**src/rtl/ones_serializer_pkg.sv**
```systemverilog
// Shared definitions for the ones serializer: default frame geometry,
// count-width derivation, frame alignment modes and the FSM state type.
package ones_serializer_pkg;

  localparam int DEF_WIDTH = 7;

  // Bits needed to hold every count from 0 up to and including w.
  function automatic int countWidth(input int w);
    return $clog2(w + 1);
  endfunction

  localparam int DEF_CW = countWidth(DEF_WIDTH);

  localparam logic MODE_LOW  = 1'b0;
  localparam logic MODE_HIGH = 1'b1;

  typedef enum logic {
    IDLE  = 1'b0,
    SHIFT = 1'b1
  } state_e;

endpackage

```
**src/rtl/ones_expand.sv**
```systemverilog
// Combinational expander: a ones count plus an alignment mode becomes a
// WIDTH-bit pattern with the ones packed against the low or high end.
module ones_expand
  import ones_serializer_pkg::*;
#(
  parameter int WIDTH = DEF_WIDTH,
  parameter int CW    = countWidth(WIDTH)
) (
  input  logic [CW-1:0]    count_i,
  input  logic             mode_i,
  output logic [WIDTH-1:0] pattern_o
);

  always_comb begin
    pattern_o = '0;
    for (int i = 0; i < WIDTH; i++) begin
      if (mode_i == MODE_HIGH) begin
        pattern_o[i] = (i >= (WIDTH - int'(count_i)));
      end else begin
        pattern_o[i] = (i < int'(count_i));
      end
    end
  end

endmodule

```
**src/rtl/ones_serializer.sv**
```systemverilog
// Builds a frame holding a requested number of ones, publishes it as a
// parallel word and shifts it out LSB first under ready/valid handshake.
module ones_serializer
  import ones_serializer_pkg::*;
#(
  parameter int WIDTH = DEF_WIDTH,
  parameter int CW    = countWidth(WIDTH)
) (
  input  logic             clk,
  input  logic             rst,
  input  logic             in_valid,
  output logic             in_ready,
  input  logic [CW-1:0]    in_count,
  input  logic             in_mode,
  output logic [WIDTH-1:0] word_o,
  output logic             word_valid,
  output logic             ser_o,
  output logic             ser_valid,
  input  logic             ser_ready,
  output logic             ser_first,
  output logic             ser_last,
  output logic [CW-1:0]    sent_ones
);

  localparam logic [CW-1:0] LAST_IDX   = CW'(WIDTH - 1);
  localparam logic [CW-1:0] FULL_COUNT = CW'(WIDTH);

  state_e           state_q;
  logic [WIDTH-1:0] word_q;
  logic             wordValid_q;
  logic [WIDTH-1:0] shift_q;
  logic [CW-1:0]    idx_q;
  logic             serValid_q;
  logic             serFirst_q;
  logic             serLast_q;
  logic [CW-1:0]    sentOnes_q;

  logic [CW-1:0]    satCount_d;
  logic [CW-1:0]    idx_d;
  logic [CW-1:0]    sentOnes_d;
  logic [WIDTH-1:0] pattern;

  // Counts beyond the frame length clamp to a completely full frame.
  always_comb begin
    satCount_d = (int'(in_count) > WIDTH) ? FULL_COUNT : in_count;
    idx_d      = idx_q + 1'b1;
    sentOnes_d = (shift_q[0] && (sentOnes_q != FULL_COUNT)) ? sentOnes_q + 1'b1 : sentOnes_q;
  end

  ones_expand #(
    .WIDTH(WIDTH),
    .CW   (CW)
  ) u_expand (
    .count_i  (satCount_d),
    .mode_i   (in_mode),
    .pattern_o(pattern)
  );

  // The shift register drains towards bit 0 and fills with zeros, so ser_o
  // naturally rests at 0 once a frame has been fully sent.
  always_ff @(posedge clk) begin
    if (rst) begin
      state_q     <= IDLE;
      word_q      <= '0;
      wordValid_q <= 1'b0;
      shift_q     <= '0;
      idx_q       <= '0;
      serValid_q  <= 1'b0;
      serFirst_q  <= 1'b0;
      serLast_q   <= 1'b0;
      sentOnes_q  <= '0;
    end else begin
      wordValid_q <= 1'b0;
      case (state_q)
        IDLE: begin
          if (in_valid) begin
            state_q     <= SHIFT;
            word_q      <= pattern;
            wordValid_q <= 1'b1;
            shift_q     <= pattern;
            idx_q       <= '0;
            serValid_q  <= 1'b1;
            serFirst_q  <= 1'b1;
            serLast_q   <= (LAST_IDX == '0);
            sentOnes_q  <= '0;
          end
        end
        SHIFT: begin
          if (ser_ready) begin
            shift_q    <= shift_q >> 1;
            sentOnes_q <= sentOnes_d;
            serFirst_q <= 1'b0;
            if (idx_q == LAST_IDX) begin
              state_q    <= IDLE;
              idx_q      <= '0;
              serValid_q <= 1'b0;
              serLast_q  <= 1'b0;
            end else begin
              idx_q     <= idx_d;
              serLast_q <= (idx_d == LAST_IDX);
            end
          end
        end
      endcase
    end
  end

  // Gated by rst directly so the block never advertises readiness in reset.
  assign in_ready   = (state_q == IDLE) && !rst;
  assign word_o     = word_q;
  assign word_valid = wordValid_q;
  assign ser_o      = shift_q[0];
  assign ser_valid  = serValid_q;
  assign ser_first  = serFirst_q;
  assign ser_last   = serLast_q;
  assign sent_ones  = sentOnes_q;

endmodule

```
**config.mk**
```make
export PLATFORM = sky130hd
export DESIGN_NAME = ones_serializer
export DESIGN_NICKNAME = d
export VERILOG_FILES = /design/src/rtl/ones_serializer_pkg.sv /design/src/rtl/ones_expand.sv /design/src/rtl/ones_serializer.sv
export SDC_FILE = /design/constraint.sdc
export NUM_CORES = 1
export LEC_CHECK = 0
export CORE_MARGIN = 3
export CORE_UTILIZATION = 35
export CTS_BUF_LIST = sky130_fd_sc_hd__clkbuf_2
export CTS_CLUSTER_SIZE = 20
export DETAILED_ROUTE_END_ITERATION = 8
export PLACE_DENSITY = 0.57
export SLEW_MARGIN = 20
export SYNTH_ARGS = -nofsm -noshare
export SYNTH_HDL_FRONTEND = slang
export SYNTH_HIERARCHICAL = 1
export SYNTH_SLANG_ARGS = --single-unit
export TNS_END_PERCENT = 20
```
**constraint.sdc**
```tcl
create_clock -name clk -period 2.3 [get_ports clk]
set_clock_uncertainty 0.1 [all_clocks]
set_input_delay 0.575 -clock clk [delete_from_list [all_inputs] [get_ports clk]]
set_output_delay 0.575 -clock clk [all_outputs]
set_load 0.03 [all_outputs]
```
==> metrics.md <==
| Metric | Value |
|---|---|
| Drt initial violations | `44` |
| Endpoints failing hold | `0` |
| Asr flop ratio synth | `0%` |
| Largest stage delay, worst path | `0.69 ns` |
| Routed WL | `2490 µm` |
| M1 GR Usage | `17.8%` |
| Busiest layer in global routing | `met2` |
| Root Buffer | `clkbuf_2` |
| RSZ-0062 raised after global routing | `no` |
| FF-to-FF Start | `state_q$_SDFF_PP0_` |
| Gr usage total | `12.8%` |
| Worst Hold Slack | `0.368 ns` |
| Post-cts resize count | `0` |
| PwrDens | `583 mW/mm²` |
| WP data required | `1.62 ns` |
| Routed vias | `991` |
| Full die area | `0.00409 mm²` |
| Startpoint Class | `flip-flop` |
| Placed wire-length estimate | `1810 µm` |
| Critical-path maximum fanout | `4` |
| Fmax achieved | `0.468 GHz` |
| Commonest cells after routing, fill and taps aside | `dfxtp_1, clkdlybuf4s50_1, a21oi_1, nor2_1, nand2_1` |
| Top Ports | `24` |
| Die H | `64.0 µm` |
| Bufs on Longest Clock Path | `2` |
| Register area share after synthesis | `42.6%` |
| CP Depth | `1` |
| Crit path arrival time | `1.46 ns` |
| FF-to-FF End | `word_o[6]$_SDFFE_PP0P_` |
| Layout cells sized above 1 | `14.4%` |
| Latest clock arrival within the worst-skew pair | `0.33 ns` |
| Max-slew violation count | `0` |
| CTS tree | `built` |
| Worst VDD drop | `0.000229 V` |
| Num rows | `20` |
| M3 GR Usage | `2.64%` |
| Top_reg_cell synth | `dfxtp_1` |
| Post-route ant nets | `0` |
| Setup bufs post-CTS | `0` |
| Global-route wire length before repair | `4220 µm` |
| FF+latch count, synth | `25` |
| Leak | `0.543 nW` |
| Final Cycle Share | `93.0%` |
| Clk slew on worst S/H paths | `0.23 ns` |
| Vias in the first global route | `899` |
| CTS Buf Count | `3` |
| Crit path to | `ser_o` |
| Initial cell density of the core | `37.6%` |
| Top delay family on crit path | `buffers and inverters` |
| Netlist cell types | `33` |
| DR pass1 iterations | `4` |
| CP bufs+invs | `1` |
| Synth Net Count | `142` |
| # port buffers | `23` |
| Core outline area | `0.00313 mm²` |
| Largest net degree at the start of global routing | `25` |
| # hold bufs at CTS | `0` |
| Final min period | `2.14 ns` |
| Fillers | `328` |
| DR vias/cell | `5.03` |
| Placer Congestion | `0.830` |
| Initial antenna violation count | `0` |
| Commonest non-fill, non-tap cell in the layout | `dfxtp_1` |
| Layout area overhead | `22.3%` |
| Setup TNS | `0 ns` |
| Cells along the critical path | `clkdlybuf4s50_1` |
| Crit path max-delay cell type | `clkdlybuf4s50_1` |
| Routed len/inst | `12.6 µm` |
| Final setup fails | `0` |
| # clock sinks | `25` |
| Die W | `64.0 µm` |
| Number of warnings issued by yosys | `6` |
| CP endpoint kind | `primary output` |
| Fin util | `46.0%` |
| Max-Cap Viols | `0` |
| Layout Nets | `164` |
| Drt drc | `0` |
| Slew @ Worst Pin | `0.442 ns` |
| Total gr overflow | `0` |
| Met2 usage | `18.8%` |
| Status | `completed` |
| R2R cell count | `5` |
| Max_slew headroom | `70.5%` |
| Synth Instances | `132` |
| HP Class | `flip-flop to flip-flop` |
| Synth Area per Inst | `8.91 µm²` |
| R2r setup slk | `0.74 ns` |
| Ant diodes | `0` |
| H-tree levels | `1` |
| Kind of critical path | `flip-flop to primary output` |
| Syn Std Cell Area | `0.00118 mm²` |
| Critical Path Source | `shift_q[0]$_SDFFE_PP0P_` |
| Post-synth EDFFs | `0` |
[worst min-delay path by stage]
stage,from,end,cells after the start
global route,word_o[3]$_SDFFE_PP0P_,word_o[3]$_SDFFE_PP0P_,2
CTS,word_o[2]$_SDFFE_PP0P_,word_o[2]$_SDFFE_PP0P_,2
floorplan,shift_q[6]$_SDFFE_PP0P_,shift_q[6]$_SDFFE_PP0P_,2
finish,word_o[2]$_SDFFE_PP0P_,word_o[2]$_SDFFE_PP0P_,2
global placement,word_o[2]$_SDFFE_PP0P_,word_o[2]$_SDFFE_PP0P_,2
detailed placement,word_o[2]$_SDFFE_PP0P_,word_o[2]$_SDFFE_PP0P_,2
[state kept, by name, indices dropped and copies added, names as in the netlist]
signal / flops
shift_q: 7
ser_last: 1
state_q: 1
word_o: 7
idx_q: 3
word_valid: 1
sent_ones: 3
ser_valid: 1
ser_first: 1
[cells in the mapped netlist (all sizes together), types with 3 or more instances]
master	number	area, µm²
nor2b	3	18.8
mux2i	7	70.1
buf	7	53.8
nand3	8	40.0
a21oi	18	90.1
a211oi	6	75.1
dfxtp	25	500
nand2b	3	21.3
nand2	15	58.8
nor2	18	77.6
[stage by stage]
step	std cells	worst slack, ns	power (W)	area (µm²)
5_1_grt	197	0.0317	0.000895	1440
4_1_cts	197	0.128	0.000852	1440
3_3_place_gp	193	0.255	0.000673	1420
6_report	197	0.161	0.000839	1440
2_1_floorplan	132	0.284	0.000614	1180
3_5_place_dp	193	0.230	0.000675	1420
[kinds of logic (layout without fill, tap and decap cells)]
| kind of cell | count (synthesis) | after routing | synth area share [%] |
|---|---|---|---|
| buffers and inverters | 11 | 32 | 5.96 |
| flip-flops | 25 | 25 | 42.6 |
| multiplexers | 8 | 8 | 7.23 |
| adder cells (fa/ha/maj) | 2 | 2 | 2.13 |
| AND/OR/NAND/NOR | 53 | 53 | 22.7 |
| AO/OA/AOI/OAI | 33 | 33 | 19.5 |
[worst min-delay path, cell delays in order (launching register included)]
cell and delay [ns]:
dfxtp_1 0.36, nand2_1 0.05, a21oi_1 0.05
[final cells by class]
cell class                 count  area, µm²  share of cell area [%]
tap                           44       55.1                    3.83
clock buffer                   4       20.0                    1.39
sequential                    25        500                    34.8
timing repair buffer          26        250                    17.4
inverter                       2       7.51                   0.522
multi-input combinational     96        606                    42.1
[power breakdown]
group          total [W]  internal, W  switching (W)  leakage [nW]
Sequential      0.000480     0.000460      0.0000199         0.205
Combinational   0.000186    0.0000780       0.000108         0.321
Clock           0.000173    0.0000459       0.000127        0.0166
[per-layer routing]
metal	wire length (µm)	vias to the layer above
li1	-	507
met1	1270	457
met2	1090	23
met3	94	4
met4	27	0
met5	0	-
No activity file was read; power rests on OpenSTA's default activity.
